`src/rtl/fetch_unit.sv`:
```
// fetch_unit: PC holder, credit-limited in-order imem requester and instruction buffer for decode
module fetch_unit #(
  parameter logic [31:0] RESET_PC   = 32'h0000_0000,
  parameter int          FIFO_DEPTH = 2
) (
  input  logic        clk,
  input  logic        rst,
  output logic        imem_req_valid,
  input  logic        imem_req_ready,
  output logic [31:0] imem_req_addr,
  input  logic        imem_resp_valid,
  input  logic [31:0] imem_resp_data,
  input  logic        redirect_valid,
  input  logic [31:0] redirect_pc,
  input  logic        stall,
  output logic        if_valid,
  output logic [31:0] if_instr,
  output logic [31:0] if_pc
);
  localparam int AW = $clog2(FIFO_DEPTH);
  localparam int CW = AW + 1;
  logic [31:0]   pc, resp_pc, target;
  logic [CW-1:0] outstanding, drop_cnt, count;
  logic [CW:0]   credit_used;
  logic [AW-1:0] rd_ptr, wr_ptr;
  logic [31:0]   pc_mem [FIFO_DEPTH];
  logic [31:0]   instr_mem [FIFO_DEPTH];
  logic          fire, resp, push, pop;
  assign target         = redirect_pc & ~32'h3;
  assign credit_used    = {1'b0, count} + {1'b0, outstanding};
  assign imem_req_valid = !rst && !redirect_valid && (credit_used < (CW+1)'(FIFO_DEPTH));
  assign imem_req_addr  = pc;
  assign fire           = imem_req_valid && imem_req_ready;
  assign resp           = imem_resp_valid && outstanding != '0;
  assign push           = resp && drop_cnt == '0 && !redirect_valid;
  assign if_valid       = count != '0;
  assign pop            = if_valid && !stall && !redirect_valid;
  assign if_instr       = if_valid ? instr_mem[rd_ptr] : '0;
  assign if_pc          = if_valid ? pc_mem[rd_ptr] : '0;
  // PC, credit and FIFO bookkeeping; a redirect flushes and arms discard of in-flight words
  always_ff @(posedge clk or posedge rst) begin
    if (rst) begin
      pc          <= RESET_PC;
      resp_pc     <= RESET_PC;
      outstanding <= '0;
      drop_cnt    <= '0;
      count       <= '0;
      rd_ptr      <= '0;
      wr_ptr      <= '0;
    end else if (redirect_valid) begin
      pc          <= target;
      resp_pc     <= target;
      outstanding <= outstanding - CW'(resp);
      drop_cnt    <= outstanding - CW'(resp);
      count       <= '0;
      rd_ptr      <= '0;
      wr_ptr      <= '0;
    end else begin
      pc          <= fire ? pc + 32'd4 : pc;
      outstanding <= outstanding + CW'(fire) - CW'(resp);
      drop_cnt    <= (resp && drop_cnt != '0) ? drop_cnt - CW'(1) : drop_cnt;
      resp_pc     <= push ? resp_pc + 32'd4 : resp_pc;
      wr_ptr      <= push ? wr_ptr + AW'(1) : wr_ptr;
      rd_ptr      <= pop ? rd_ptr + AW'(1) : rd_ptr;
      count       <= count + CW'(push) - CW'(pop);
    end
  end
  // buffer storage needs no reset: entries are only read while count says they are valid
  always_ff @(posedge clk) begin
    if (push) begin
      pc_mem[wr_ptr]    <= resp_pc;
      instr_mem[wr_ptr] <= imem_resp_data;
    end
  end
  a_no_orphan_resp: assert property (@(posedge clk) disable iff (rst) imem_resp_valid |-> outstanding != '0);
endmodule

```
`config.mk`:
```
export PLATFORM = sky130hd
export DESIGN_NAME = fetch_unit
export DESIGN_NICKNAME = d
export VERILOG_FILES = /design/src/rtl/fetch_unit.sv
export SDC_FILE = /design/constraint.sdc
export NUM_CORES = 1
export LEC_CHECK = 0
export ABC_CLOCK_PERIOD_IN_PS = 5200
export CAP_MARGIN = 20
export CORE_MARGIN = 3
export CORE_UTILIZATION = 53
export DETAILED_ROUTE_END_ITERATION = 10
export GPL_ROUTABILITY_DRIVEN = 0
export PLACE_DENSITY = 0.81
export SETUP_SLACK_MARGIN = 0.02
export SYNTH_ARGS = -nofsm -noshare
export SYNTH_HDL_FRONTEND = slang
export SYNTH_SLANG_ARGS = --single-unit
```
`constraint.sdc`:
```
create_clock -name clk -period 5.2 [get_ports clk]
set_input_delay 0.78 -clock clk [delete_from_list [all_inputs] [get_ports clk]]
set_output_delay 0.78 -clock clk [all_outputs]
set_load 0.03 [all_outputs]
```
Word-level counts from Yosys, hierarchy flattened
Memory sizes are Yosys's and may differ from the RTL's.
Cells that the tools add are included.

cells by class
  equality and inequality tests = 0
  div/mod/pow operators = 0
  $lt $le $gt $ge = 1
  $mul = 0
  shift operators = 0
  mux-type cells = 16
  bitwise logic cells = 0
  reduce and logical (&&, ||, !) cells = 20
  $add $sub $neg = 11

operators with widths
  cell                                                 count
  two-way mux 32 bit                                   6
  adder 32 x 3 -> 32 bit (second input constant)       2
  nonzero test 2 bit                                   7
  logical AND 1 bit                                    9
  two-way mux 2 bit                                    4
  two-way mux 1 bit                                    6
  subtractor 2 x 1 -> 2 bit                            3
  adder 2 x 1 -> 2 bit                                 2
  adder 2 x 2 -> 3 bit                                 1
  logical NOT 1 bit                                    3
  < comparator 3 x 2 -> 1 bit (second input constant)  1
  adder 1 bit (second input constant)                  2
  logical NOT 2 bit                                    1
  subtractor 2 x 1 -> 2 bit (second input constant)    1

word-level totals
  RAM bits = 128
  memories kept = 2
  input bits = 70
  word-level logic and storage cells = 57
  ROM bits = 0
  bits in registers = 72
  latch bits = 0

memories
  name       depth  bits a word  read ports  clocked after Yosys merged registers in  write ports  line  source
  instr_mem  2      32           1           0                                        1            27    logic [31:0] instr_mem [FIFO_DEPTH];
  pc_mem     2      32           1           0                                        1            26    logic [31:0] pc_mem [FIFO_DEPTH];

Longest topological paths before layout
Gate-level depths: netlist (run 1).

  depth in word-level cells = 7
  depth in mapped cells = 10
  depth with buffers taken out = 10

Worst setup path before layout (run 1)
Ideal clock, no wire load.

  kind = input port to flip-flop
  from = input redirect_valid
  to = memory instr_mem[0][0] (enable)
  setup time = 0.482 ns
  stages = 5
  slack = 0.475 ns
  data required time = 4.718 ns
  path buffers = 2
  data arrival time = 4.243 ns
  path through = inv_1 > clkbuf_1 > buf_1 > nand3_1 > nor2_1

on the way
  cells in the longest elaborated chain, start to end = 4

RTL lines
  what                                     line  source
  from (decl)                              13    input logic redirect_valid,
  logical NOT 1 bit                        35    assign push = resp && drop_cnt == '0 && !redirect_valid;
  logical AND 1 bit                        35
  two-way mux 1 bit                        70    if (push) begin
  two-way mux 1 bit (implied by the code)  72    instr_mem[wr_ptr] <= imem_resp_data;
  to (decl)                                27

Every way passes these cells.

Final worst setup path (run 1)
  from = register rd_ptr
  to = output if_pc[18]

on the way
  cells in the longest elaborated chain, start to end = 2

RTL lines
  what                    line  source
  from (decl)             25    logic [AW-1:0] rd_ptr, wr_ptr;
  from (signal assigned)  64    rd_ptr <= pop ? rd_ptr + AW'(1) : rd_ptr;
  memory (2 x 32 bit)     --
  two-way mux 32 bit      39    assign if_pc = if_valid ? pc_mem[rd_ptr] : '0;
  to (decl)               18    output logic [31:0] if_pc

Every way passes these cells.

==> metrics.md, run 1 <==
| Metric | Value |
|---|---|
| Status | `finished, final reports clean` |
| WL per Instance | `approximately 19 um` |
| Synth top area cells | `edfxtp_1 42%, dfrtp_1 19%, mux2i_1 7.2%` |
| Clock Tree Buf Depth | `2` |
| CTS tree | `built` |
| Ys async rst share | `35.4%` |
| Sequential fraction of the synthesis area | `60.8%` |
| Max Slew Vio Count | `0` |
| Arrival time at the worst endpoint | `around 2.7 ns` |
| DRT Pass-1 Iters | `5` |
| Tot Pwr | `4.24 mW` |
| I/O Pins | `168` |
| Sink Count | `192` |
| Hpwl dp | `between 10 and 15 mm` |
| Row cnt | `46` |
| Setup TNS | `0 ns` |
| FF+latch count, synth | `192` |
| P_leak | `3.86 nW` |
| Root Driver | `clkbuf_16` |
| Syn Area/Cell | `between 10 and 15 um2` |
| Reg2Reg Depth | `10` |
| Mapped Cells | `731` |
| Clock slew at reported path FFs | `0.06 ns` |
| Initial antenna violation count | `0` |
| DRC viols | `0` |
| Hold Path Stages | `0` |
| Crit end category | `output port` |
| 1st-iter DRT viols | `669` |
| CP max-delay cell | `dfrtp_4` |
| Clock Skew | `0.0159 ns` |
| Inserted Clock Buffers | `17` |
| Cell variety after synth | `56` |
| Fill count | `around 1,100` |
| Cts hold-fix bufs | `0` |
| IO buf count | `161` |
| Number of synthesized flops with an enable pin | `124` |
| Slew headroom | `15.4%` |
| Fmax | `roughly 290 MHz` |
| Vias in the first global route | `6,440` |
| Post-synthesis cell area | `8920 um2` |
| First-pass GRT wire length | `33.4 mm` |
| Crit start category | `flip-flop` |
| Largest net degree at the start of global routing | `70` |
| DIE WIDTH | `136 um` |
| Worst Hold Class | `flip-flop to flip-flop` |
| Family with the most delay on the worst path | `flip-flops` |
| Layout net count | `a little under 1,000` |
| H-tree depth | `4` |
| Core ar. | `16,200 um2` |
| Crit path buf inv count | `1` |
| Total GRT Usage | `23.1%` |
| Max FO, Critical Path | `64` |
| Share of the synthesized area in the top cell type | `a little over two fifths` |
| Most frequent cells in the layout | `160 x clkdlybuf4s50_1, 124 x edfxtp_1, 90 x nor2_1` |
| Yosys top cell by area | `edfxtp_1` |
| Grt total ovfl | `0` |
| Peak VDD IR | `240 uV` |
| Yosys warns | `0` |
| Initial Util | `about 55%` |
| Slowest stage delay, CP | `1.17 ns` |
| Main flop type after synthesis | `edfxtp_1` |
| Power Dens Cells | `~370 nW/um2` |
| Layout cells sized above 1 | `roughly 7.6%` |
| Setup CP Type | `flip-flop to output port` |
| Postcts setup bufs | `0` |
| Area growth syn-to-layout | `26.9%` |
| Most common cell after layout, fill and taps aside | `clkdlybuf4s50_1` |
| Tcrit/Tclk final | `about two thirds` |
| Post-route antenna net violation count | `0` |
| DR vias | `6,717` |
| # resized after CTS | `0` |
| Die Ht | `about 140 um` |
| Final hold viol count | `0` |
| Worst-skew pair later-pin latency | `around 0.44 ns` |
| # setup viols final | `0` |
| Die Area | `about 18,000 um2` |
| Vias per inst | `about 6.0` |
| Unrepaired setup endpoints after global routing | `false` |
| N_diodes | `0` |
| Crit-path cells | `mux2i_1, nor2_1, clkdlybuf4s50_1` |
| CP required | `4.42 ns` |
| Period minus WS final | `3.49 ns` |
| Slew @ Worst Pin | `1.26 ns` |
| Critical Path Stages | `3` |
| Maxcap violations | `0` |
| Post-Route WL | `21.3 mm` |
area by class of cell:
cell class | instances | area (um2) | area share [%]
inverter | 19 | 71.3 | 0.630
tap | 216 | 270 | 2.39
multi-input combinational | 483 | 3290 | 29.0
timing repair buffer | 169 | 1670 | 14.7
clock buffer | 20 | 447 | 3.94
sequential | 192 | 5430 | 47.9
clock inverter | 12 | 154 | 1.36
flip-flops by register name (all words and copies together) (netlist names):
register and count:
count 2, drop_cnt 2, imem_req_addr 30, instr_mem 64, outstanding 2, pc_mem 60, rd_ptr 1, resp_pc 30
wr_ptr 1
layer usage:
layer / track usage, % / routed length [um] / vias up
li1: - / - / 3078
met1: 30.5 / 8640 / 3236
met2: 36.9 / 10200 / 347
met3: 6.54 / 1950 / 56
met4: 8.62 / 497 / 0
met5: 0 / 0 / -
kinds of logic after synthesis:
kind of cell,count (synthesis),synth area share (%)
compound gates,94,7.64
xor+xnor,25,2.45
fa+ha+maj,9,1.35
buf+inv,59,2.75
flops,192,60.8
mux,78,8.95
other cells,1,0.0420
simple gates,273,16.0
synthesized netlist by cell type, drive strengths merged (13+ instances only):
master / n
xnor2: 13
nand4: 24
edfxtp: 124
mux2: 14
nand3: 17
nand2: 29
dfrtp: 68
a31oi: 17
mux2i: 64
inv: 19
or4: 13
nor3: 24
clkbuf: 21
a21oi: 13
nor2: 93
buf: 19
nor4: 26
final timing paths:
| kind | from | end | slack (ns) |
|---|---|---|---|
| max in group asynchronous | rst | resp_pc[12] | 3.27 |
| min reg2reg | resp_pc[8] | pc_mem[0][8] | 0.52 |
| max reg2reg | outstanding[0] | outstanding[1] | 2.02 |
| max | rd_ptr | if_pc[18] | 1.71 |
| min in group asynchronous | rst | wr_ptr | 1.02 |
| min | resp_pc[8] | pc_mem[0][8] | 0.52 |
worst reg2reg max path: stages (launching register included):
cell and delay (ns):
dfrtp_1 0.46, and2_1 0.21, fa_1 0.51, nor4b_4 0.72
nand2_1 0.13, ha_1 0.31, inv_1 0.04, ha_1 0.20
xnor2_1 0.13, o21ai_0 0.23, xor2_1 0.17
through the flow:
stage | utilization, % | area, um2 | hold slack, ns | setup slack (ns) | cells
floorplan | - | 8930 | 0.463 | 0.475 | 734
global route | 70.0 | 11300 | 0.533 | 1.58 | 1111
detailed placement | 66.3 | 10700 | 0.507 | 1.97 | 1079
finish | 70.0 | 11300 | 0.522 | 1.71 | 1111
CTS | 70.0 | 11300 | 0.525 | 1.68 | 1111
global placement | 66.3 | 10700 | 0.493 | 2.03 | 1079
power by group:
group / switching, mW / total (mW) / internal [mW]
logic: 0.572 / 0.990 / 0.418
registers: 0.167 / 1.93 / 1.76
clock network: 0.554 / 1.33 / 0.773
total: 1.29 / 4.24 / 2.95
No activity file was read; power rests on OpenSTA's default activity.
==> run 2, diff against run 1 <==
--- a/config.mk
+++ b/config.mk
@@ -5,7 +5,7 @@
 export SDC_FILE = /design/constraint.sdc
 export NUM_CORES = 1
 export LEC_CHECK = 0
-export ABC_CLOCK_PERIOD_IN_PS = 5200
+export ABC_CLOCK_PERIOD_IN_PS = 3600
 export CAP_MARGIN = 20
 export CORE_MARGIN = 3
 export CORE_UTILIZATION = 53
==> constraint.sdc (replaced) <==
create_clock -name clk -period 3.6 [get_ports clk]
set_input_delay 0.54 -clock clk [delete_from_list [all_inputs] [get_ports clk]]
set_output_delay 0.54 -clock clk [all_outputs]
set_load 0.03 [all_outputs]
==> run 2 against run 1 <==
Worst setup slack got worse by 1.4 ns. Die area did not move. Clock skew fell by 0.0051 ns. Via count rose by 1.2%. Clock power rose by 38%. Worst hold slack got worse by 0.059 ns.
==> metrics.md, run 2 (same netlist as run 1, synthesis figures left out) <==
| Metric | Value |
|---|---|
| Max FO, Critical Path | `6 (-91%)` |
| Slew @ Worst Pin | `1.10 ns (-0.158 ns)` |
| DRC viols | `0 (unchanged)` |
| Most frequent cells in the layout | `160 x clkdlybuf4s50_1, 124 x edfxtp_1, 90 x nor2_1` |
| Power Dens Cells | `534 nW/um2 (+43%)` |
| Slowest stage delay, CP | `0.74 ns (-0.43 ns)` |
| Hold Path Stages | `2 (+2)` |
| Crit-path cells | `and2_1, fa_1, nor4_1, clkdlybuf4s50_1` |
| Cts hold-fix bufs | `0 (unchanged)` |
| Period minus WS final | `3.31 ns` |
| IO buf count | `161 (unchanged)` |
| WHS | `0.462 ns (-0.0592 ns)` |
| Grt total ovfl | `0 (unchanged)` |
| Tot Pwr | `6.08 mW (+43%)` |
| Fmax | `302 MHz` |
| Fill count | `1,100 (-3.6%)` |
| Peak VDD IR | `424 uV (+77%)` |
| Postcts setup bufs | `0 (unchanged)` |
| # setup viols final | `0 (unchanged)` |
| Largest net degree at the start of global routing | `66 (-5.7%)` |
| Biggest register | `instr_mem` |
| Die Area | `18,400 um2 (unchanged)` |
| Arrival time at the worst endpoint | `2.77 ns (+0.06 ns)` |
| CP required | `3.06 ns (-1.36 ns)` |
| H-tree depth | `4 (unchanged)` |
| CP max-delay cell | `clkdlybuf4s50_1` |
| Max Slew Vio Count | `0 (unchanged)` |
| WL per Instance | `19.3 um (+0.87%)` |
| Layout net count | `965 (+0.42%)` |
| Inserted Clock Buffers | `17 (unchanged)` |
| Area of the multi-input gates | `3290 um2 (unchanged)` |
| Maxcap violations | `0 (unchanged)` |
| Final worst slack | `0.286 ns (-1.43 ns)` |
| Initial Util | `55.2% (unchanged)` |
| Slew headroom | `26.6% (+11 points)` |
| Sink Count | `192 (unchanged)` |
| Clock Tree Buf Depth | `2 (unchanged)` |
| Largest register FFs | `64 (unchanged)` |
| Crit end category | `output port` |
| Unrepaired setup endpoints after global routing | `false` |
| Hpwl dp | `14.7 mm (+1.3%)` |
| Vias per inst | `6.10 (+0.86%)` |
| Worst slack, placed | `0.652 ns (-1.31 ns)` |
| # resized after CTS | `0 (unchanged)` |
| Initial antenna violation count | `1 (+1)` |
| Status | `finished, final reports clean` |
| Post-Route WL | `21.6 mm (+1.2%)` |
| Reg area | `5430 um2 (unchanged)` |
| 1st-iter DRT viols | `684 (+2.2%)` |
| Worst-skew pair later-pin latency | `0.43 ns (about the same)` |
| Fin util | `70.3% (+0.31 points)` |
| Row cnt | `46 (unchanged)` |
| Clock Skew | `0.0108 ns (-0.00511 ns)` |
| Die Ht | `136 um (unchanged)` |
| Crit start category | `flip-flop` |
| DR vias | `6,799 (+1.2%)` |
| Largest regs | `instr_mem (64), pc_mem (60)` |
| Placed insts | `1,082 (+0.28%)` |
| Layout cells sized above 1 | `8.12% (+0.52 points)` |
| First-pass GRT wire length | `33.9 mm (+1.6%)` |
| Core ar. | `16,200 um2 (unchanged)` |
| Area growth syn-to-layout | `27.5%` |
| DRT Pass-1 Iters | `5 (unchanged)` |
| I/O Pins | `168 (unchanged)` |
| Fin cells | `1,115 (+0.36%)` |
| Reg2Reg Depth | `6 (-4)` |
| N_diodes | `0 (unchanged)` |
| Vias in the first global route | `6,573 (+2.1%)` |
| Tcrit/Tclk final | `between 90% and 100%` |
| DIE WIDTH | `136 um (unchanged)` |
| Total GRT Usage | `23.6% (+0.42 points)` |
| Root Driver | `clkbuf_16` |
| P_leak | `3.89 nW (+0.72%)` |
| Final hold viol count | `0 (unchanged)` |
| Clock slew at reported path FFs | `0.07 ns (about the same)` |
| Setup CP Type | `flip-flop to output port` |
| Worst Hold Class | `input port to flip-flop` |
| Most common cell after layout, fill and taps aside | `clkdlybuf4s50_1` |
| CTS tree | `built` |
| Post-route antenna net violation count | `0 (unchanged)` |
-- run 2: cell count changes in the layout (fill, tap and decap cells not counted), sizes merged --
cell	delta
inv	-2
buf	+3
clkinv	+2
bufinv	-3
clkbuf	+4
-- run 2: area by class of cell --
type	count	area share, %
multi-input cells	483	28.9
clock inverters	9	0.561
well taps	216	2.38
repair buffers	173	15.1
inverters	19	0.627
flip-flops and latches	192	47.7
clock buffers	23	4.68
-- run 2: routing by layer --
layer / wire, um / vias up / global-route usage [%]
li1: - / 3094 / -
met1: 8830 / 3257 / 31.5
met2: 10200 / 388 / 37.4
met3: 1980 / 58 / 6.72
met4: 571 / 2 / 8.06
met5: 7 / - / 0
-- run 2: stage by stage --
stage	TNS (ns)	area [um2]
floorplan	-109.76	8930
global route	0	11400
CTS	0	11400
detailed placement	0	10800
finish	0	11400
global placement	0	10800
-- run 2: report_power, final --
| part | switching, mW | total, mW | internal [mW] |
|---|---|---|---|
| logic | 0.832 | 1.45 | 0.619 |
| clock network | 0.792 | 1.84 | 1.05 |
| registers | 0.243 | 2.78 | 2.54 |
-- run 2: path summary, 6_finish.rpt --
kind                                startpoint                to  slack [ns]
worst max-delay path            outstanding[0]    imem_req_valid        0.29
worst min-delay path            redirect_valid            rd_ptr        0.46
worst max register to register  outstanding[0]  imem_req_addr[7]        0.61
worst min register to register      resp_pc[8]      pc_mem[1][8]        0.52
max in group asynchronous                  rst       drop_cnt[0]        2.25
min in group asynchronous                  rst            wr_ptr        0.61
-- run 2: worst max-delay path, delay by kind of cell (launching register included) --
kind                       cells  cell delay [ns]
and+or+nand+nor                2             0.62
buffers and inverters          1             0.74
adders and majority gates      1             0.51
DFF                            1             0.47
